$ cat config.mk
export PLATFORM = sky130hd
export DESIGN_NAME = writeback_queue_flat
export DESIGN_NICKNAME = d
export VERILOG_FILES = /design/src/rtl/wbq_pkg.sv /design/src/rtl/writeback_queue_if.sv /design/src/rtl/wbq_fwd_match.sv /design/src/rtl/writeback_queue.sv /design/src/flat_wrapper.sv
export SDC_FILE = /design/constraint.sdc
export NUM_CORES = 1
export LEC_CHECK = 0
export BUFFER_PORTS_ARGS = -buffer_cell sky130_fd_sc_hd__buf_4
export CORE_ASPECT_RATIO = 1.75
export CORE_MARGIN = 2
export CORE_UTILIZATION = 23
export DETAILED_ROUTE_END_ITERATION = 8
export HOLD_SLACK_MARGIN = 0.12
export PLACE_DENSITY_LB_ADDON = 0.25
export SLEW_MARGIN = 20
export SYNTH_ARGS = -nofsm -noshare
export SYNTH_HDL_FRONTEND = slang
export SYNTH_HIERARCHICAL = 1
export SYNTH_SLANG_ARGS = --single-unit
$ cat constraint.sdc
create_clock -name clk -period 7.7 [get_ports clk]
set_input_delay 0.385 -clock clk [delete_from_list [all_inputs] [get_ports clk]]
set_output_delay 0.385 -clock clk [all_outputs]
set_load 0.02 [all_outputs]
$ cat src/rtl/wbq_pkg.sv
// Shared defaults and entry layout for the writeback queue.
package wbq_pkg;

   localparam int WBQ_DEPTH = 4;
   localparam int WBQ_AW    = 5;
   localparam int WBQ_DW    = 32;

   typedef struct packed {
      logic [WBQ_AW-1:0] rd;
      logic [WBQ_DW-1:0] data;
   } wbq_entry_t;

endpackage

$ cat src/rtl/writeback_queue_if.sv
// Result-in, register-file-write-out and operand-bypass signals of the writeback queue.
interface writeback_queue_if
   import wbq_pkg::*;
#(
   parameter int DEPTH = WBQ_DEPTH,
   parameter int AW    = WBQ_AW,
   parameter int DW    = WBQ_DW
);

   logic                   in_valid;
   logic                   in_ready;
   logic [AW-1:0]          in_rd;
   logic [DW-1:0]          in_data;
   logic                   rf_hold;
   logic                   rf_we;
   logic [AW-1:0]          rf_waddr;
   logic [DW-1:0]          rf_wdata;
   logic [AW-1:0]          rd_addr1;
   logic [AW-1:0]          rd_addr2;
   logic                   fwd_hit1;
   logic                   fwd_hit2;
   logic [DW-1:0]          fwd_data1;
   logic [DW-1:0]          fwd_data2;
   logic [$clog2(DEPTH):0] count;

   modport master (
      output in_valid, in_rd, in_data, rf_hold, rd_addr1, rd_addr2,
      input  in_ready, rf_we, rf_waddr, rf_wdata,
      input  fwd_hit1, fwd_hit2, fwd_data1, fwd_data2, count
   );

   modport slave (
      input  in_valid, in_rd, in_data, rf_hold, rd_addr1, rd_addr2,
      output in_ready, rf_we, rf_waddr, rf_wdata,
      output fwd_hit1, fwd_hit2, fwd_data1, fwd_data2, count
   );

endinterface

$ cat src/rtl/wbq_fwd_match.sv
// Youngest-match search over age-ordered queue entries; purely combinational.
module wbq_fwd_match
   import wbq_pkg::*;
#(
   parameter int DEPTH = WBQ_DEPTH,
   parameter int AW    = WBQ_AW,
   parameter int DW    = WBQ_DW
) (
   input  wbq_entry_t       ent [DEPTH],
   input  logic [DEPTH-1:0] occ,
   input  logic [AW-1:0]    addr,
   output logic             hit,
   output logic [DW-1:0]    data
);

   // ent[0] is the oldest entry, so the last match in the scan is the youngest
   always_comb begin
      hit  = 1'b0;
      data = '0;
      if (addr != '0) begin
         for (int i = 0; i < DEPTH; i++) begin
            if (occ[i] && (ent[i].rd[AW-1:0] == addr)) begin
               hit  = 1'b1;
               data = ent[i].data[DW-1:0];
            end
         end
      end
   end

endmodule

$ cat src/rtl/writeback_queue.sv
// Queues datapath results for the register file write port with operand bypass.
// Head is written the cycle after acceptance; in_ready drops only on a full queue.
module writeback_queue
   import wbq_pkg::*;
#(
   parameter int DEPTH = WBQ_DEPTH,
   parameter int AW    = WBQ_AW,
   parameter int DW    = WBQ_DW
) (
   input logic              clk,
   input logic              reset,
   writeback_queue_if.slave bus
);

   localparam int PW = $clog2(DEPTH);
   localparam int CW = PW + 1;

   // Entries use the package layout; AW/DW above the package widths are not supported
   wbq_entry_t       mem [DEPTH];
   logic [PW-1:0]    head;
   logic [PW-1:0]    tail;
   logic [CW-1:0]    count_q;
   logic             not_full;
   logic             push;
   logic             pop;
   wbq_entry_t       ent_age [DEPTH];
   logic [DEPTH-1:0] occ;

   assign not_full = (count_q < CW'(DEPTH));

   // Results for r0 complete the handshake but are dropped here
   assign push = bus.in_valid && not_full && (bus.in_rd != '0) && !reset;
   assign pop  = (count_q != '0) && !bus.rf_hold && !reset;

   assign bus.in_ready = not_full || reset;
   assign bus.rf_we    = pop;
   assign bus.rf_waddr = pop ? mem[head].rd[AW-1:0]   : '0;
   assign bus.rf_wdata = pop ? mem[head].data[DW-1:0] : '0;
   assign bus.count    = count_q;

   always_ff @(posedge clk) begin
      if (reset) begin
         head    <= '0;
         tail    <= '0;
         count_q <= '0;
      end else begin
         if (push) begin
            tail <= tail + 1'b1;
         end
         if (pop) begin
            head <= head + 1'b1;
         end
         count_q <= count_q + CW'(push) - CW'(pop);
      end
   end

   always_ff @(posedge clk) begin
      if (push) begin
         mem[tail] <= '{rd: WBQ_AW'(bus.in_rd), data: WBQ_DW'(bus.in_data)};
      end
   end

   // Rotate storage so the search sees oldest-first; the head stays visible while being written
   always_comb begin
      for (int i = 0; i < DEPTH; i++) begin
         ent_age[i] = mem[head + PW'(i)];
         occ[i]     = (CW'(i) < count_q) && !reset;
      end
   end

   wbq_fwd_match #(.DEPTH(DEPTH), .AW(AW), .DW(DW)) u_fwd1 (
      .ent  (ent_age),
      .occ  (occ),
      .addr (bus.rd_addr1),
      .hit  (bus.fwd_hit1),
      .data (bus.fwd_data1)
   );

   wbq_fwd_match #(.DEPTH(DEPTH), .AW(AW), .DW(DW)) u_fwd2 (
      .ent  (ent_age),
      .occ  (occ),
      .addr (bus.rd_addr2),
      .hit  (bus.fwd_hit2),
      .data (bus.fwd_data2)
   );

endmodule

$ cat src/flat_wrapper.sv
// flat-port wrapper written by rule: the top's interface ports become plain ports
module writeback_queue_flat import wbq_pkg::*;
#(
   parameter int DEPTH = WBQ_DEPTH,
   parameter int AW    = WBQ_AW,
   parameter int DW    = WBQ_DW
)
  (clk, reset, bus_in_valid, bus_in_rd, bus_in_data, bus_rf_hold, bus_rd_addr1, bus_rd_addr2, bus_in_ready, bus_rf_we, bus_rf_waddr, bus_rf_wdata, bus_fwd_hit1, bus_fwd_hit2, bus_fwd_data1, bus_fwd_data2, bus_count);
  writeback_queue_if #(.DEPTH(DEPTH), .AW(AW), .DW(DW)) bus_i ();
  input logic clk;
  input logic reset;
  input wire logic [$bits(bus_i.in_valid)-1:0] bus_in_valid;
  input wire logic [$bits(bus_i.in_rd)-1:0] bus_in_rd;
  input wire logic [$bits(bus_i.in_data)-1:0] bus_in_data;
  input wire logic [$bits(bus_i.rf_hold)-1:0] bus_rf_hold;
  input wire logic [$bits(bus_i.rd_addr1)-1:0] bus_rd_addr1;
  input wire logic [$bits(bus_i.rd_addr2)-1:0] bus_rd_addr2;
  output wire logic [$bits(bus_i.in_ready)-1:0] bus_in_ready;
  output wire logic [$bits(bus_i.rf_we)-1:0] bus_rf_we;
  output wire logic [$bits(bus_i.rf_waddr)-1:0] bus_rf_waddr;
  output wire logic [$bits(bus_i.rf_wdata)-1:0] bus_rf_wdata;
  output wire logic [$bits(bus_i.fwd_hit1)-1:0] bus_fwd_hit1;
  output wire logic [$bits(bus_i.fwd_hit2)-1:0] bus_fwd_hit2;
  output wire logic [$bits(bus_i.fwd_data1)-1:0] bus_fwd_data1;
  output wire logic [$bits(bus_i.fwd_data2)-1:0] bus_fwd_data2;
  output wire logic [$bits(bus_i.count)-1:0] bus_count;
  assign bus_i.in_valid = bus_in_valid;
  assign bus_i.in_rd = bus_in_rd;
  assign bus_i.in_data = bus_in_data;
  assign bus_i.rf_hold = bus_rf_hold;
  assign bus_i.rd_addr1 = bus_rd_addr1;
  assign bus_i.rd_addr2 = bus_rd_addr2;
  assign bus_in_ready = bus_i.in_ready;
  assign bus_rf_we = bus_i.rf_we;
  assign bus_rf_waddr = bus_i.rf_waddr;
  assign bus_rf_wdata = bus_i.rf_wdata;
  assign bus_fwd_hit1 = bus_i.fwd_hit1;
  assign bus_fwd_hit2 = bus_i.fwd_hit2;
  assign bus_fwd_data1 = bus_i.fwd_data1;
  assign bus_fwd_data2 = bus_i.fwd_data2;
  assign bus_count = bus_i.count;
  writeback_queue #(.DEPTH(DEPTH), .AW(AW), .DW(DW)) u_core (.clk(clk), .reset(reset), .bus(bus_i));
endmodule
Word level (Yosys, flattened, before mapping)
Memory sizes are Yosys's and may differ from the RTL's. A register that Yosys moved wholly into a read port is not among the register bits.
Cells that the tools add are included.
{ "totals": {"reg_bits": 7, "latchBits": 0, "ramBits": 148, "mem_bits_ro": 0, "inputBits": 51, "out_inout_bits": 108, "elab_cells": 73, "memories": 1} }
{ "classes": {"addsub": 6, "multipliers": 0, "div": 0, "n_lt_le_gt_ge": 5, "eq_ne": 8, "n_shift": 0, "muxes": 26, "bitwise": 0, "n_reduce_logical": 24} }
{ "memory_table": {"columns": ["memory", "words", "width", "read_ports", "rd_clocked_by_memory_dff", "write_ports", "line_no", "source"], "rows": [
  ["u_core.mem", 4, 37, 4, 1, 1, "writeback_queue.sv:19", "wbq_entry_t mem [DEPTH];"]
]} }
{ "ops": {"columns": ["operator", "count"], "rows": [
  ["2-to-1 mux 32 bit", 11],
  ["equality test 5 bit", 8],
  ["logical AND 1 bit", 17],
  ["nonzero test 5 bit", 3],
  ["2-to-1 mux 1 bit", 12],
  ["< comparator 1 x 3 -> 1 bit (first input constant)", 2],
  ["< comparator 2 x 3 -> 1 bit (first input constant)", 2],
  ["2-to-1 mux 5 bit", 1],
  ["adder 2 x 1 -> 2 bit (second input constant)", 2],
  ["adder 2 bit (second input constant)", 2],
  ["2-to-1 mux 2 bit", 2],
  ["adder 3 x 1 -> 3 bit", 1],
  ["< comparator 3 bit (second input constant)", 1],
  ["nonzero test 3 bit", 1],
  ["subtractor 3 x 1 -> 3 bit", 1],
  ["logical NOT 1 bit", 2],
  ["logical OR 1 bit", 1]
]} }

Logic depth before layout (Yosys ltp)
Gate-level depths: netlist of the first run.
{ "logic_depth": {"word_depth": 8, "ltp_mapped": 12, "depth_no_buf": 10} }

Cells and area by module
Netlist of the first run, hierarchy kept.
{ "modules_own_cells": {"columns": ["module", "instances", "cells_each", "area_each_um2", "seq_area_each_um2"], "rows": [
  ["writeback_queue", 1, 432, 8928.6, 4624.4],
  ["wbq_fwd_match", 2, 193, 1382.6, 0.0]
]} }

Worst setup path after synthesis of the first run
OpenSTA, ideal clock, no wires.
{ "synth_path": {"path_kind": "register to output", "startpoint": "reg u_core.head[1]", "endpoint": "out bus_fwd_data1[0]", "arrival_ns": 2.708, "required_time_ns": 7.315, "setup_slack_ns": 4.607, "stages_incl_launch_ff": 10, "path_buffers": 3, "path_cell_list": "dfxtp_1 -> clkbuf_1 -> buf_2 -> mux4_2 -> xor2_2 -> nor4_4 -> a311oi_4 -> buf_6 -> a221o_1 -> a22o_1"} }
{ "synth_lines": {"columns": ["item", "line_no", "source"], "rows": [
  ["from (decl)", "writeback_queue.sv:20", "logic [PW-1:0] head;"],
  ["from (signal assigned)", "writeback_queue.sv:51", "head <= head + 1'b1;"],
  ["to (decl)", "flat_wrapper.sv:24", "output wire logic [$bits(bus_i.fwd_data1)-1:0] bus_fwd_data1;"]
]} }

Worst setup path in the final report of the first run
{ "layout_path": {"startpoint": "reg u_core.count_q[1] (netlist: u_core/bus.count[1])", "endpoint": "out bus_fwd_data2[26]"} }
{ "layout_between": {"word_cells_on_any_way": 17, "cone_classes": "order compare (4); mux (5); reduce/logical (8)"} }
{ "layout_lines": {"columns": ["item", "line_no", "source"], "rows": [
  ["from (decl)", "writeback_queue.sv:22", "logic [CW-1:0] count_q;"],
  ["from (signal assigned)", "writeback_queue.sv:53", "count_q <= count_q + CW'(push) - CW'(pop);"],
  ["< comparator 1 x 3 -> 1 bit", "writeback_queue.sv:67", "occ[i] = (CW'(i) < count_q) && !reset;"],
  ["logical AND 1 bit", "writeback_queue.sv:67", null],
  ["net u_core.occ[1]", "writeback_queue.sv:27", "logic [DEPTH-1:0] occ;"],
  ["logical AND 1 bit", "wbq_fwd_match.sv:22", "if (occ[i] && (ent[i].rd[AW-1:0] == addr)) begin"],
  ["2-to-1 mux 32 bit (3 in series)", "wbq_fwd_match.sv:22", null],
  ["2-to-1 mux 32 bit", "wbq_fwd_match.sv:20", "if (addr != '0) begin"],
  ["to (decl)", "flat_wrapper.sv:25", "output wire logic [$bits(bus_i.fwd_data2)-1:0] bus_fwd_data2;"]
]} }
The timed path passes the listed nets, and every way through them passes these cells.

==> results of run 1 <==
## cell usage in the layout (no fill, tap or decap), types with 3 or more instances in the layout
cell type      synthesis  layout
a221o_1               64      64
a22o_1                64      64
and2_2                 0       4
buf_4                 18     172
bufinv_16              0       5
clkbuf_16              0      17
clkinvlp_4             0       4
dfxtp_1                9       5
dfxtp_4                0       3
dlygate4sd3_1          0       7
edfxtp_1             148     148
ha_1                   8       8
inv_1                 12      12
mux4_1                 7       7
mux4_2               141     141
nand2_1                7       5
nand4_1                4       4
nor2_1                72      70
nor2_4                 0       4
nor2b_1               30      30
nor2b_4                8       8
nor3_1                68      68
o21ai_0                4       4
xnor2_1               25      25
xor2_1                10      10
xor2_2                 6       6
## repair_timing
item,4_1_cts,5_1_grt
hold buffers,7,0
resized for setup,0,0
endpoints found under the hold margin,25,0
buffers inserted,0,0
## cell families (layout without fill, tap and decap cells)
logic type / Yosys count / in the layout / synth area share, %
adder cells (fa/ha/maj): 9 / 9 / 1.03
AO/OA/AOI/OAI: 148 / 148 / 11.9
other: 0 / 1 / 0
buffers and inverters: 106 / 225 / 5.65
XOR/XNOR: 41 / 41 / 3.46
AND/OR/NAND/NOR: 209 / 209 / 9.70
multiplexers: 148 / 148 / 28.7
flip-flops: 157 / 157 / 39.5
## path summary, 6_finish.rpt
path,start,to,cells past startpoint
setup / recovery,u_core/bus.count[1],bus_fwd_data2[26],9
hold / removal,bus_in_data[4],u_core/mem[2][4],1
setup reg to reg,u_core/bus.count[1],u_core/bus.count[2],10
hold reg to reg,u_core/tail[1],u_core/tail[1],1
## critical path, cell delays in order (launching register included)
cell and delay (ns):
dfxtp_1 0.47, inv_1 0.08, ha_1 0.21, nor2_1 0.39
a21boi_0 0.52, nand2_2 0.72, nor2_4 1.17, a221o_1 0.22
a22o_1 0.21, buf_4 0.17
## through the flow
stage / hold WS, ns / cells
finish: 0.147 / 1604
global placement: 0.577 / 1563
global route: 0.124 / 1604
CTS: 0.122 / 1602
floorplan: 0.484 / 818
detailed placement: 0.586 / 1563
## layout make-up
cell class,instances,area (um^2),share of cell area [%]
diodes,1,2.50,0.0179
clock buffers,18,429,3.07
clock inverters,14,215,1.54
inverters,13,48.8,0.349
multi-input cells,555,6450,46.1
flip-flops and latches,157,4640,33.1
well taps,666,833,5.95
repair buffers,180,1380,9.87
## sequential cells by signal, indices dropped and copies added (netlist names), named ones only
register / flops
u_core/bus.count: 3
u_core/head: 2
u_core/tail: 2
u_core/mem: 148
## layer usage
layer | routed length, um | vias up | track usage [%]
met2 | 22600 | 366 | 28.9
met4 | 1210 | 2 | 6.60
met5 | 8 | - | 0
met3 | 2440 | 79 | 3.22
met1 | 14000 | 4422 | 15.7
li1 | - | 3637 | -
## power breakdown
part           total, mW  leakage, nW  switching (mW)  internal (mW)
Combinational       1.18         2.69           0.592          0.583
Sequential          1.12         1.42           0.136          0.989
Clock              0.923        0.301           0.348          0.575
Total               3.22         4.40            1.08           2.15
==> impl_metrics.env, run 1 <==
export IMPL_first_pass_iters=9
export IMPL_outcome="complete, no violations"
export IMPL_clock_skew_ns=0.00704
export IMPL_setup_ws_ns=2.68
export IMPL_mappedNetlistNets=878
export IMPL_setup_viol=0
export IMPL_grt_max_degree=66
export IMPL_root_buffer="clkbuf_16"
export IMPL_crit_fanout=33
export IMPL_antenna_found_initial=2
export IMPL_synth_top_cell_area_share_pct=38.0
export IMPL_via_per_inst=5.30
export IMPL_crit_arrival_ns=4.64
export IMPL_p_per_area_nw_per_um2=230
export IMPL_die_height_um=302
export IMPL_grt_pass1_wl_um=58300
export IMPL_placed_area_um2=13300
export IMPL_fin_crit_ns=5.02
export IMPL_cp_start_kind="register"
export IMPL_timing_final_crit_share_pct=65.3
export IMPL_core_um2=50300
export IMPL_slew_headroom_pct=20.2
export IMPL_drv_cap=0
export IMPL_post_place_ws_ns=3.00
export IMPL_clk_latency_ns=0.43
export IMPL_ant_nets=0
export IMPL_timing_fmax_ghz=0.199
export IMPL_ys_warnings_count=6
export IMPL_hpwl_um=26100
export IMPL_postSynthCellCount=818
export IMPL_rsz0062_at_grt="false"
export IMPL_drcViolationCount=0
export IMPL_syn_area_um2=11700
export IMPL_synth_largest_area_cell="edfxtp_1"
export IMPL_yosysMostFrequentCell="edfxtp_1"
export IMPL_ctsLongestPathBuffers=2
export IMPL_maxSlewViolCount=0
export IMPL_power_mw=3.22
export IMPL_ys_flop_type="edfxtp_1"
export IMPL_rows=109
export IMPL_yosysSeqAreaShare_pct=39.5
export IMPL_grt_util_all_layers_pct=15.1
export IMPL_endpoint_kind="output port"
export IMPL_worst_pin_slew_ns=1.19
export IMPL_initial_utilization_pct=23.2
export IMPL_gp_congestion=0.787
export IMPL_yosys_top_cells_area="edfxtp_1, mux4_2, a221o_1"
export IMPL_initialDrtViolationCount=675
export IMPL_ys_ff_latch=157
export IMPL_reg2reg_slack_ns=4.79
export IMPL_synth_avg_cell_area_um2=14.3
export IMPL_yosysUniqueCellTypes=46
export IMPL_final_hold_viol_count=0
export IMPL_vdd_ir_drop_worst_mv=0.113
export IMPL_synth_commonest_cells="edfxtp_1, mux4_2, nor2_1, nor3_1"
export IMPL_fp_dieW_um=174
export IMPL_clk_pin_slew_ns=0.06
export IMPL_setup_tns_ns=0
export IMPL_die_area_um2=52700
export IMPL_io_pin_count=159
export IMPL_overflow=0
export IMPL_synth_edff_count=148
export IMPL_wl_per_cell_um=25.1
export IMPL_fin_nets=984
export IMPL_p_leak_nw=4.40
export IMPL_async_reset_ff_share_pct=0
export IMPL_num_fill_cells=5116
export IMPL_vias=8506
export IMPL_utilization_pct=27.8
export IMPL_drive_gt1_share_pct=41.0
export IMPL_routed_wl_um=40300
export IMPL_cts_tree="built"
export IMPL_cts_sinks=157
export IMPL_port_buffer_count=158
export IMPL_hold_path_class="input port to register"
export IMPL_cts_buffers=17
export IMPL_worstSetupPathType="register to output port"
export IMPL_h_tree_depth=4
export IMPL_area_delta_synth_final_pct=19.7
export IMPL_crit_required_ns=7.32
export IMPL_fin_area_um2=14000
export IMPL_grt_pass1_vias=8965
Power figures use the tool's default switching activity.
==> run 2: changes to the inputs <==
==> constraint.sdc (replaced) <==
create_clock -name clk -period 4.9 [get_ports clk]
set_input_delay 0.245 -clock clk [delete_from_list [all_inputs] [get_ports clk]]
set_output_delay 0.245 -clock clk [all_outputs]
set_load 0.02 [all_outputs]
==> run 2 against run 1 <==
Net effect:
- utilization rose by 0.64 points
- total power grew 54%
- sequential cell count stayed put
- sequential power is 50% higher
- cell area increased by 2.3%
- wire length increased by 1.8%
- cell count increased by 2.4%
- count of clock-buffer cells in the layout is 1 lower
- global-route usage increased by 0.31 points
- register-to-register slack worse by 2.8 ns
- combinational power grew 69%
- die area unchanged
==> impl_metrics.env, run 2 (synthesis results as in run 1) <==
export IMPL_outcome="complete, no violations"
export IMPL_area_delta_synth_final_pct=22.4
export IMPL_die_area_um2=52700
export IMPL_drv_cap=0
export IMPL_wl_per_cell_um=25.0
export IMPL_clk_pin_slew_ns=0.06
export IMPL_placed_area_um2=13300
export IMPL_clock_skew_ns=0.00604
export IMPL_via_per_inst=5.26
export IMPL_initialDrtViolationCount=648
export IMPL_cts_resized=0
export IMPL_grt_max_degree=66
export IMPL_p_int_mw=3.21
export IMPL_setup_viol=0
export IMPL_regMostFlops="u_core/mem"
export IMPL_crit_arrival_ns=3.99
export IMPL_cts_tree="built"
export IMPL_drive_gt1_share_pct=40.3
export IMPL_timing_fmax_ghz=0.236
export IMPL_antenna_found_initial=2
export IMPL_worstPathCellList="buf_4, mux4_2, xor2_1, nor4_4, a311oi_4, buf_12, a221o_1, a22o_1, buf_4"
export IMPL_mostFrequentLayoutCells="buf_4, edfxtp_1, mux4_2, nor2_1, nor3_1"
export IMPL_hold_path_class="input port to register"
export IMPL_root_buffer="clkbuf_16"
export IMPL_ctsHoldBuffers=39
export IMPL_cts_setup_buffers=0
export IMPL_p_seq_share_pct=33.9
export IMPL_dpl_cell_count=1572
export IMPL_num_fill_cells=5079
export IMPL_timing_final_crit_share_pct=86.5
export IMPL_worst_pin_slew_ns=1.10
export IMPL_h_tree_depth=4
export IMPL_ctsLongestPathBuffers=2
export IMPL_grt_util_all_layers_pct=15.4
export IMPL_maxSlewViolCount=0
export IMPL_slowest_stage="a311oi_4"
export IMPL_slew_headroom_pct=26.5
export IMPL_antenna_cells=0
export IMPL_crit_required_ns=4.66
export IMPL_largest_register_ffs=148
export IMPL_power_mw=4.95
export IMPL_path_common_cell="buf_4"
export IMPL_crit_fanout=27
export IMPL_die_height_um=302
export IMPL_initial_utilization_pct=23.2
export IMPL_worstSetupPathType="register to output port"
export IMPL_fin_nets=1024
export IMPL_io_pin_count=159
export IMPL_endpoint_kind="output port"
export IMPL_rows=109
export IMPL_cts_buffers=17
export IMPL_gp_congestion=0.826
export IMPL_first_pass_iters=4
export IMPL_cp_slowest_stage_delay_ns=0.94
export IMPL_grt_pass1_wl_um=59000
export IMPL_grt_pass1_vias=9205
export IMPL_overflow=0
export IMPL_fin_crit_ns=4.24
export IMPL_final_common_cell="buf_4"
export IMPL_fp_dieW_um=174
export IMPL_cts_sinks=157
export IMPL_routed_wl_um=41000
export IMPL_combPwrFrac_pct=40.1
export IMPL_setup_tns_ns=0
export IMPL_clk_latency_ns=0.45
export IMPL_core_um2=50300
export IMPL_fin_area_um2=14300
export IMPL_drcViolationCount=0
export IMPL_power_net_switching_mw=1.75
export IMPL_fin_cells=1643
export IMPL_vdd_ir_drop_worst_mv=0.178
export IMPL_p_per_area_nw_per_um2=346
export IMPL_ant_nets=0
export IMPL_cp_start_kind="register"
export IMPL_hpwl_um=27600
export IMPL_p_leak_nw=4.56
export IMPL_vias=8638
export IMPL_final_hold_viol_count=0
export IMPL_rsz0062_at_grt="false"
export IMPL_clkPwrFrac_pct=26.0
export IMPL_fin_hold_ws_ns=0.305
export IMPL_port_buffer_count=158
export IMPL_swShare_pct=35.3
## run 2: worst max-delay path, delay by kind of cell (launching register included)
kind,cells,cell delay (ns)
AND/OR/NAND/NOR,1,0.08
buffers and inverters,3,0.85
XOR/XNOR,1,0.27
multiplexers,1,0.41
AO/OA/AOI/OAI,3,1.30
flip-flops,1,0.61
## run 2: routing by layer
layer,routed length (um),global-route usage [%],share of wire [%]
met5,27,0,0.066
met4,1500,7.60,3.7
met3,2300,2.74,5.6
met2,22500,29.6,55
met1,14700,16.0,36
## run 2: final timing paths
| check | start | end | slack [ns] | cells past startpoint |
|---|---|---|---|---|
| setup reg to reg | u_core/bus.count[2] | u_core/bus.count[2] | 2.04 | 10 |
| hold reg to reg | u_core/tail[1] | u_core/tail[1] | 0.62 | 1 |
| setup / recovery | u_core/head[1] | bus_fwd_data2[26] | 0.66 | 9 |
| hold / removal | bus_in_valid | u_core/tail[0] | 0.30 | 3 |
## run 2: final cells by class
cell class,count,area (um^2),share of cell area [%]
inverter,13,48.8,0.341
sequential,157,4640,32.4
tap,666,833,5.82
clock buffer,17,425,2.97
timing repair buffer,220,1770,12.4
clock inverter,15,153,1.07
multi-input combinational,555,6450,45.0
## run 2: power groups by stage
| stage | Combinational (mW) | Sequential, mW | Clock [mW] |
|---|---|---|---|
| 2_1_floorplan | 1.56 | 1.63 | 0 |
| 3_3_place_gp | 1.96 | 1.71 | 0 |
| 3_5_place_dp | 1.98 | 1.71 | 0 |
| 4_1_cts | 2.01 | 1.68 | 1.33 |
| 5_1_grt | 2.13 | 1.70 | 1.38 |
| 6_report | 1.99 | 1.68 | 1.29 |
## run 2: stage by stage
stage,util [%],worst slack (ns)
2_1_floorplan,-,1.95
3_5_place_dp,26.5,1.16
3_3_place_gp,26.5,1.18
6_report,28.5,0.661
4_1_cts,28.5,0.676
5_1_grt,28.5,0.499
==> run 3: changes to the inputs <==
--- a/config.mk
+++ b/config.mk
@@ -6,6 +6,8 @@
 export NUM_CORES = 1
 export LEC_CHECK = 0
 export BUFFER_PORTS_ARGS = -buffer_cell sky130_fd_sc_hd__buf_4
+export CELL_PAD_IN_SITES_DETAIL_PLACEMENT = 0
+export CELL_PAD_IN_SITES_GLOBAL_PLACEMENT = 1
 export CORE_ASPECT_RATIO = 1.75
 export CORE_MARGIN = 2
 export CORE_UTILIZATION = 23
==> run 3 against run 2 <==
Net effect:
- combinational power is essentially flat
- first-iteration DRC count grew 10%
- maximum frequency decreased by 2.0%
==> impl_metrics.env, run 3 (synthesis results as in run 1) <==
export IMPL_setup_tns_ns=0
export IMPL_io_pin_count=159
export IMPL_hold_path_class="input port to register"
export IMPL_clk_pin_slew_ns=0.06
export IMPL_die_area_um2=52700
export IMPL_drcViolationCount=0
export IMPL_largest_register_ffs=148
export IMPL_cts_resized=0
export IMPL_post_place_ws_ns=1.04
export IMPL_outcome="complete, no violations"
export IMPL_die_height_um=302
export IMPL_area_delta_synth_final_pct=22.5
export IMPL_p_per_area_nw_per_um2=346
export IMPL_final_common_cell="buf_4"
export IMPL_vdd_ir_drop_worst_mv=0.166
export IMPL_via_per_inst=5.24
export IMPL_slew_headroom_pct=27.6
export IMPL_maxSlewViolCount=0
export IMPL_antenna_cells=0
export IMPL_hpwl_um=28700
export IMPL_first_pass_iters=5
export IMPL_power_mw=4.95
export IMPL_grt_pass1_vias=9163
export IMPL_drv_cap=0
export IMPL_rsz0062_at_grt="false"
export IMPL_initial_utilization_pct=23.2
export IMPL_worstSetupPathType="register to output port"
export IMPL_timing_final_crit_share_pct=88.2
export IMPL_rows=109
export IMPL_cts_sinks=157
export IMPL_cts_buffers=17
export IMPL_final_hold_viol_count=0
export IMPL_drive_gt1_share_pct=40.4
export IMPL_grt_pass1_wl_um=61400
export IMPL_gp_congestion=0.770
export IMPL_placed_area_um2=13400
export IMPL_root_buffer="clkbuf_16"
export IMPL_p_leak_nw=4.58
export IMPL_endpoint_kind="output port"
export IMPL_fin_crit_ns=4.32
export IMPL_antenna_found_initial=1
export IMPL_ant_nets=0
export IMPL_fin_nets=1028
export IMPL_crit_required_ns=4.66
export IMPL_port_buffer_count=158
export IMPL_routed_wl_um=42700
export IMPL_grt_max_degree=64
export IMPL_clock_skew_ns=0.00907
export IMPL_core_um2=50300
export IMPL_mostFrequentLayoutCells="buf_4, edfxtp_1, mux4_2, nor2_1, nor3_1"
export IMPL_crit_fanout=20
export IMPL_grt_util_all_layers_pct=16.3
export IMPL_initialDrtViolationCount=715
export IMPL_fin_area_um2=14300
export IMPL_cts_tree="built"
export IMPL_timing_fmax_ghz=0.231
export IMPL_regMostFlops="u_core/mem"
export IMPL_crit_arrival_ns=4.08
export IMPL_wl_per_cell_um=25.9
export IMPL_setup_ws_ns=0.577
export IMPL_h_tree_depth=4
export IMPL_overflow=0
export IMPL_worst_pin_slew_ns=1.09
export IMPL_vias=8633
export IMPL_fp_dieW_um=174
export IMPL_clk_latency_ns=0.45
export IMPL_ctsLongestPathBuffers=2
export IMPL_setup_viol=0
export IMPL_cp_start_kind="register"
run 3: routing by layer:
layer	up-vias	global-route usage, %	share of wire, %
met5	-	0	0.016
met4	2	8.06	4.1
met3	104	2.71	5.1
met2	335	31.6	57
met1	4463	16.6	34
li1	3729	-	-
run 3: repair_timing:
action / CTS / global route
hold endpoints to repair: 152 / 0
endpoints found under the setup margin: 0 / 0
buffers inserted: 0 / 0
hold buffers: 39 / 0
run 3: critical path, stage by stage, from the launching register on:
cell	delay (ns)
dfxtp_2	0.80
mux4_2	0.65
xnor2_1	0.18
nand4_1	0.22
a311oi_4	0.82
buf_4	0.39
a221o_1	0.18
a22o_1	0.20
buf_4	0.17
run 3: stage by stage:
| step | instances | hold WS [ns] | utilization, % |
|---|---|---|---|
| after detailed placement | 1576 | 0.449 | 26.6 |
| final | 1647 | 0.274 | 28.5 |
| after CTS | 1647 | 0.258 | 28.5 |
| after floorplan | 818 | 0.344 | - |
| after global routing | 1647 | 0.313 | 28.5 |
| after global placement | 1576 | 0.446 | 26.6 |
run 3: where the power goes:
part	switching [mW]	total [mW]	internal [mW]
logic	1.04	1.98	0.938
registers	0.145	1.70	1.55
clock network	0.565	1.28	0.711
run 3: final timing paths:
kind	startpoint	endpoint	slack [ns]	cells past startpoint
worst max-delay path	register	bus_fwd_data2[29]	0.58	8
worst min-delay path	bus_in_valid	u_core/tail[0]	0.27	3
worst max register to register	u_core/bus.count[2]	u_core/mem[2][11]	2.15	4
worst min register to register	u_core/tail[1]	u_core/tail[1]	0.59	1
run 3: final cells by class:
cell class / instances / area, um^2
fill: 5125 / 36000
multi-input combinational: 555 / 6450
sequential: 157 / 4640
timing repair buffer: 224 / 1800
tap: 666 / 833
clock buffer: 19 / 433
clock inverter: 13 / 130
inverter: 13 / 48.8
